File: src/rtl/microcode_pkg.sv
// Shared constants for the microcode sequencer: control-word bit positions,
// FSM state encoding and the interrupt pseudo-opcode table.
package microcode_pkg;

   localparam int unsigned CtrlW        = 65;
   localparam int unsigned UcAddrW      = 9;
   localparam int unsigned NumIrqSrc    = 5;

   // Sequencing bits in the ROM control word; bits below CtrlCbPrefix belong to the datapath.
   localparam int unsigned CtrlEnd      = 64;
   localparam int unsigned CtrlWaitMem  = 63;
   localparam int unsigned CtrlHalt     = 62;
   localparam int unsigned CtrlCbPrefix = 61;

   typedef enum logic [2:0] {
      StFetch,
      StExec,
      StCbFetch,
      StHalted,
      StIrq
   } state_e;

   // Unused GB opcodes reused as interrupt entry points, index 0 = VBlank .. 4 = Joypad.
   localparam logic [NumIrqSrc-1:0][7:0] IrqOpc = {8'hE4, 8'hE3, 8'hDD, 8'hDB, 8'hD3};

endpackage

File: src/rtl/microcode_sequencer_irq_priority_enc.sv
// Lowest-set-bit priority encoder for interrupt requests.
// Ports:
//   req_i    : request vector
//   idx_o    : index of the lowest set bit (0 when none set)
//   onehot_o : one-hot of the selected bit (0 when none set)
//   valid_o  : any request set
module irq_priority_enc #(
   parameter int unsigned NumIrq = 5,
   parameter int unsigned IdxW   = (NumIrq > 1) ? $clog2(NumIrq) : 1
) (
   input  logic [NumIrq-1:0] req_i,
   output logic [IdxW-1:0]   idx_o,
   output logic [NumIrq-1:0] onehot_o,
   output logic              valid_o
);

   logic found;

   always_comb begin
      idx_o    = '0;
      onehot_o = '0;
      found    = 1'b0;
      for (int i = 0; i < int'(NumIrq); i++) begin
         if (req_i[i] && !found) begin
            idx_o       = IdxW'(i);
            onehot_o[i] = 1'b1;
            found       = 1'b1;
         end
      end
      valid_o = |req_i;
   end

endmodule

File: src/rtl/microcode_sequencer.sv
// Microcode sequencer: fetches opcode bytes (with CB prefix), addresses the
// microcode ROM with {cb, opcode} and a step counter, stalls on memory wait,
// and injects interrupt pseudo-opcodes / HALT at instruction boundaries.
// Ports:
//   clk, reset_n       : clock, synchronous active-low reset
//   mem_data_in        : fetched byte from bus interface
//   mem_ready          : bus transaction completes this cycle
//   ctrl_word          : ROM output for current uc_opcode/uc_step
//   ime, irq_pending   : interrupt master enable, requested&enabled sources
//   uc_opcode, uc_step : ROM address
//   fetch_req, pc_inc  : opcode fetch request, PC increment pulse
//   instr_done         : pulse on the last micro-op
//   irq_ack            : one-hot pulse for the serviced source
//   ucode_err          : sticky step-overflow flag
module microcode_sequencer
   import microcode_pkg::*;
#(
   parameter int unsigned StepW  = 3,
   parameter int unsigned NumIrq = 5
) (
   input  logic               clk,
   input  logic               reset_n,
   input  logic [7:0]         mem_data_in,
   input  logic               mem_ready,
   input  logic [CtrlW-1:0]   ctrl_word,
   input  logic               ime,
   input  logic [NumIrq-1:0]  irq_pending,
   output logic [UcAddrW-1:0] uc_opcode,
   output logic [StepW-1:0]   uc_step,
   output logic               fetch_req,
   output logic               pc_inc,
   output logic               instr_done,
   output logic [NumIrq-1:0]  irq_ack,
   output logic               ucode_err
);

   localparam int unsigned IdxW = (NumIrq > 1) ? $clog2(NumIrq) : 1;

   state_e           state_q;
   logic [7:0]       opcode_q;
   logic             cb_q;
   logic [StepW-1:0] step_q;
   logic             err_q;

   logic [IdxW-1:0]   irq_idx;
   logic [NumIrq-1:0] irq_onehot;
   logic              irq_valid;

   logic cw_end, cw_wait, cw_halt, cw_cb, stalled, fetching;
   logic unused_ctrl;

   irq_priority_enc #(
      .NumIrq (NumIrq),
      .IdxW   (IdxW)
   ) u_irq_enc (
      .req_i    (irq_pending),
      .idx_o    (irq_idx),
      .onehot_o (irq_onehot),
      .valid_o  (irq_valid)
   );

   assign cw_end      = ctrl_word[CtrlEnd];
   assign cw_wait     = ctrl_word[CtrlWaitMem];
   assign cw_halt     = ctrl_word[CtrlHalt];
   assign cw_cb       = ctrl_word[CtrlCbPrefix];
   assign unused_ctrl = ^ctrl_word[CtrlCbPrefix-1:0];
   assign stalled     = cw_wait && !mem_ready;

   always_ff @(posedge clk) begin
      if (!reset_n) begin
         state_q  <= StFetch;
         opcode_q <= '0;
         cb_q     <= 1'b0;
         step_q   <= '0;
         err_q    <= 1'b0;
      end else begin
         case (state_q)
            StFetch, StCbFetch: begin
               if (mem_ready) begin
                  opcode_q <= mem_data_in;
                  cb_q     <= (state_q == StCbFetch);
                  step_q   <= '0;
                  state_q  <= StExec;
               end
            end
            StExec: begin
               if (stalled) begin
                  state_q <= StExec;
               end else if (cw_cb) begin
                  state_q <= StCbFetch;
               end else if (cw_halt) begin
                  state_q <= StHalted;
               end else if (cw_end) begin
                  state_q <= (ime && irq_valid) ? StIrq : StFetch;
               end else if (step_q == '1) begin
                  // Runaway microcode: flag it and park on the last step.
                  err_q <= 1'b1;
               end else begin
                  step_q <= step_q + StepW'(1);
               end
            end
            StHalted: begin
               // Wake ignores ime; ime only decides whether to service.
               if (irq_valid) begin
                  state_q <= ime ? StIrq : StFetch;
               end
            end
            StIrq: begin
               if (irq_valid) begin
                  opcode_q <= IrqOpc[irq_idx];
                  cb_q     <= 1'b0;
                  step_q   <= '0;
                  state_q  <= StExec;
               end else begin
                  state_q <= StFetch;
               end
            end
            default: state_q <= StFetch;
         endcase
      end
   end

   always_comb begin
      fetching   = (state_q == StFetch) || (state_q == StCbFetch);
      uc_opcode  = {cb_q, opcode_q};
      uc_step    = step_q;
      ucode_err  = err_q;
      fetch_req  = reset_n && fetching;
      pc_inc     = reset_n && fetching && mem_ready;
      instr_done = reset_n && (state_q == StExec) && !stalled && !cw_cb && (cw_halt || cw_end);
      irq_ack    = (reset_n && (state_q == StIrq)) ? irq_onehot : '0;
   end

endmodule

File: config.mk
export PLATFORM = sky130hd
export DESIGN_NAME = microcode_sequencer
export DESIGN_NICKNAME = d
export VERILOG_FILES = /design/src/rtl/microcode_pkg.sv /design/src/rtl/microcode_sequencer_irq_priority_enc.sv /design/src/rtl/microcode_sequencer.sv
export SDC_FILE = /design/constraint.sdc
export NUM_CORES = 1
export LEC_CHECK = 0
export ABC_AREA = 1
export CAP_MARGIN = 10
export CORE_MARGIN = 4
export CORE_UTILIZATION = 25
export DETAILED_ROUTE_END_ITERATION = 16
export GPL_TIMING_DRIVEN = 0
export PLACE_DENSITY = 0.68
export SETUP_SLACK_MARGIN = 0.3
export SYNTH_ARGS = -nofsm -noshare
export SYNTH_HDL_FRONTEND = slang
export SYNTH_SLANG_ARGS = --single-unit
File: constraint.sdc
create_clock -name clk -period 1.8 [get_ports clk]
set_input_delay 0.54 -clock clk [delete_from_list [all_inputs] [get_ports clk]]
set_output_delay 0.54 -clock clk [all_outputs]
set_load 0.05 [all_outputs]
==> flow_metrics.env <==
export IMPL_finalWeightedCongestion=0.831
export IMPL_leakagePower_uw=0.00106
export IMPL_fin_ws_ns=-0.140
export IMPL_worstRegToRegCells=12
export IMPL_max_clock_path_buffers=2
export IMPL_ys_warnings_count=0
export IMPL_first_global_vias=1409
export IMPL_ctsHoldBuffers=0
export IMPL_max_vdd_ir_drop_v=0.000344
export IMPL_crit_arrival_ns=1.40
export IMPL_worst_path_buf_inv=2
export IMPL_cts_htree_levels=1
export IMPL_die_area_sq_um=5600
export IMPL_detail_route_wl_per_cell_um=12.5
export IMPL_regToRegEndpoint="opcode_q[3]$_SDFFE_PN0P_"
export IMPL_finish_net_count=347
export IMPL_drt_via_density=4.57
export IMPL_dpl_hpwl_um=2320
export IMPL_source_to_sink_clock_delay_at_the_later_pin_of_the_worst_skew_pair_ns=0.26
export IMPL_num_rows=24
export IMPL_worstSetupPathDepth=6
export IMPL_transition_time_of_the_tightest_slew_check_pin_ns=0.346
export IMPL_timing_critical_path_slowest_stage_cell="dfxtp_4"
export IMPL_syn_mean_instance_area_sq_um=6.01
export IMPL_max_slew_margin_pct=76.8
export IMPL_netlist_instances=186
export IMPL_finalHoldViolations=0
export IMPL_ant_nets=0
export IMPL_ff2ff_setup_slack_ns=0.18
export IMPL_pin_count=103
export IMPL_tritoncts="built"
export IMPL_detail_route_first_pass_iterations=4
export IMPL_crit_type="flop to output port"
export IMPL_report_final_slew_viol_count=0
export IMPL_post_route_min_period_ns=1.94
export IMPL_track_usage_pct=14.5
export IMPL_area_growth_synth_to_finish_pct=97.9
export IMPL_die_height_um=74.9
export IMPL_r2r_start="state_q[0]$_SDFFE_PN0P_"
export IMPL_share_of_the_synthesized_area_in_the_top_cell_type_pct=28.7
export IMPL_gr_max_usage_layer="met2"
export IMPL_power_per_cell_area_nw_per_um2=612
export IMPL_crit_family="simple AND/OR/NAND/NOR gates"
export IMPL_setup_worst_path_end_class="output port"
export IMPL_run_status="finished, violations left"
export IMPL_syn_nets=272
export IMPL_grt_met2_usage_pct=26.4
export IMPL_antenna_diode_count=0
export IMPL_first_iter_violations=80
export IMPL_antenna_found_initial=0
export IMPL_synth_yosys_seq_area_share_pct=28.7
export IMPL_route_final_wire_length_um=3890
export IMPL_min_path_type="flop to flop"
export IMPL_use_met3_pct=3.20
export IMPL_ys_types=22
export IMPL_max_freq_ghz=0.515
export IMPL_final_layout_size_suffix_gt1_share_pct=51.2
export IMPL_critical_path_maximum_fanout=3
export IMPL_count_of_placed_standard_cells_including_taps=278
export IMPL_globalRouteOverflowTotal=0
export IMPL_setup_repair_after_global_routing_missed_its_margin="yes"
export IMPL_initial_utilization_pct=25.7
export IMPL_cp_cell_sequence="nor2_4, nand2_2, inv_4, nand2_8, nor4_4, buf_6"
export IMPL_placement_setup_worst_slack_ns=-1.22
export IMPL_number_of_register_bits_inferred_by_synthesis=16
export IMPL_port_buffer_count=40
export IMPL_fin_worst_skew_ns=0.00194
export IMPL_synth_top_cells_by_area="dfxtp_1 (29%), nand2_1 (16%), nor2_1 (12%)"
export IMPL_stdcell_count=312
export IMPL_clkSinkCount=16
export IMPL_worst_hold_slack_ns=0.463
export IMPL_global_route_wire_length_before_repair_um=6350
export IMPL_grt_max_degree=11
export IMPL_setup_worst_path_start="state_q[0]$_SDFFE_PN0P_"
export IMPL_floorplan_die_width_um=74.9
export IMPL_vias=1425
export IMPL_post_route_period_util_pct=108
export IMPL_critical_path_required_ns=1.26
export IMPL_fp_coreArea_sq_um=4350
export IMPL_clkTransAtPathRegs_ns=0.07
export IMPL_start_kind="flop"
export IMPL_report_final_setup_viol=7
export IMPL_critPathCapture="irq_ack[3]"
export IMPL_cp_max_stage_delay_ns=0.36
export IMPL_drc_errors=0
export IMPL_failed_checks="negative setup slack"
export IMPL_clk_root_buffer_cell="clkbuf_8"
export IMPL_gr_usage_met1_pct=16.7
export IMPL_post_synth_top_area_cell="dfxtp_1"
export IMPL_numCtsBuffers=3
export IMPL_drv_cap=0
export IMPL_synthesized_area_sq_um=1120
-- routing by layer --
layer  routed length, um  part of all wire, %
met2                2070                   53
met1                1530                   39
met5                   0                    0
met4                  70                  1.8
met3                 228                  5.9
-- power by group --
group          switching [uW]  internal, uW
Clock                     143           195
Combinational             358           238
Sequential               26.3           392
-- worst register-to-register path, delay by kind of cell, from the launching register on --
kind | cells | cell delay, ns
and+or+nand+nor | 6 | 0.49
buffers and inverters | 6 | 0.67
DFF | 1 | 0.36
-- worst min-delay path by stage --
stage,start,end,slack (ns),depth (start not counted)
4_1_cts,opcode_q[7]$_SDFFE_PN0P_,opcode_q[7]$_SDFFE_PN0P_,0.46,2
2_1_floorplan,cb_q$_SDFFE_PN0P_,cb_q$_SDFFE_PN0P_,0.44,2
5_1_grt,opcode_q[6]$_SDFFE_PN0P_,opcode_q[6]$_SDFFE_PN0P_,0.49,2
3_5_place_dp,opcode_q[7]$_SDFFE_PN0P_,opcode_q[7]$_SDFFE_PN0P_,0.45,2
6_report,opcode_q[7]$_SDFFE_PN0P_,opcode_q[7]$_SDFFE_PN0P_,0.46,2
3_3_place_gp,opcode_q[6]$_SDFFE_PN0P_,opcode_q[6]$_SDFFE_PN0P_,0.45,2
-- cell usage in the layout, fill, tap and decap left out, types with 5 or more instances in the layout --
cell and n:
buf_6 20, nand2_2 9, nor2_1 25, nand2_1 39
nor2_2 5, nor2_4 13, nand3_2 5, dfxtp_1 11
buf_4 23, inv_1 21, nand3_1 5, buf_2 13
clkdlybuf4s50_1 9
-- synth_stat cells --
cell       n
nand2_1   49
nor2_1    37
inv_1     26
dfxtp_1   16
nand3_1   13
a21oi_1    7
ha_1       4
nand2_2    4
nor2_2     4
nor3_1     4
buf_4      3
inv_2      3
nand4_1    3
o21ai_0    3
nor2_4     2
or2_2      2
a21oi_2    1
a31oi_1    1
buf_6      1
clkbuf_1   1
nand3_4    1
nor4_1     1
-- cell families after synthesis --
logic type	Yosys count	share of synthesized area, %
AND/OR/NAND/NOR	120	47.9
flip-flops	16	28.7
buffers and inverters	34	13.1
adder cells (fa/ha/maj)	4	4.48
AO/OA/AOI/OAI	12	5.82
-- flip-flops by register name (all words and copies together) (netlist names) --
name,count
ucode_err,1
state_q,3
opcode_q,8
uc_step,3
cb_q,1
-- layout make-up --
type | count | area [sq um]
fillers | 407 | 2140
multi-input cells | 136 | 943
repair buffers | 70 | 631
flip-flops and latches | 16 | 329
inverters | 29 | 129
well taps | 52 | 65.1
plain buffers | 5 | 58.8
clock buffers | 4 | 55.1
-- stage by stage --
step	setup TNS [ns]	util [%]	instance area (sq um)	total power [uW]
3_3_place_gp	-11.94	38.7	1690	886
3_5_place_dp	-12.29	38.7	1690	890
2_1_floorplan	-0.181	-	1220	736
4_1_cts	-0.366	47.4	2070	1300
6_report	-0.469	50.8	2210	1350
5_1_grt	-0.932	50.8	2210	1420
-- timing repair --
item | 4_1_cts | 5_1_grt
setup buffers | 23 | 6
resized for setup | 199 | 39
gates cloned | 1 | 0
pin swaps | 20 | 17
setup endpoints to repair | 37 | 28
hold endpoints to repair | 0 | 0
Note: power is estimated with default switching activity, not from simulation.
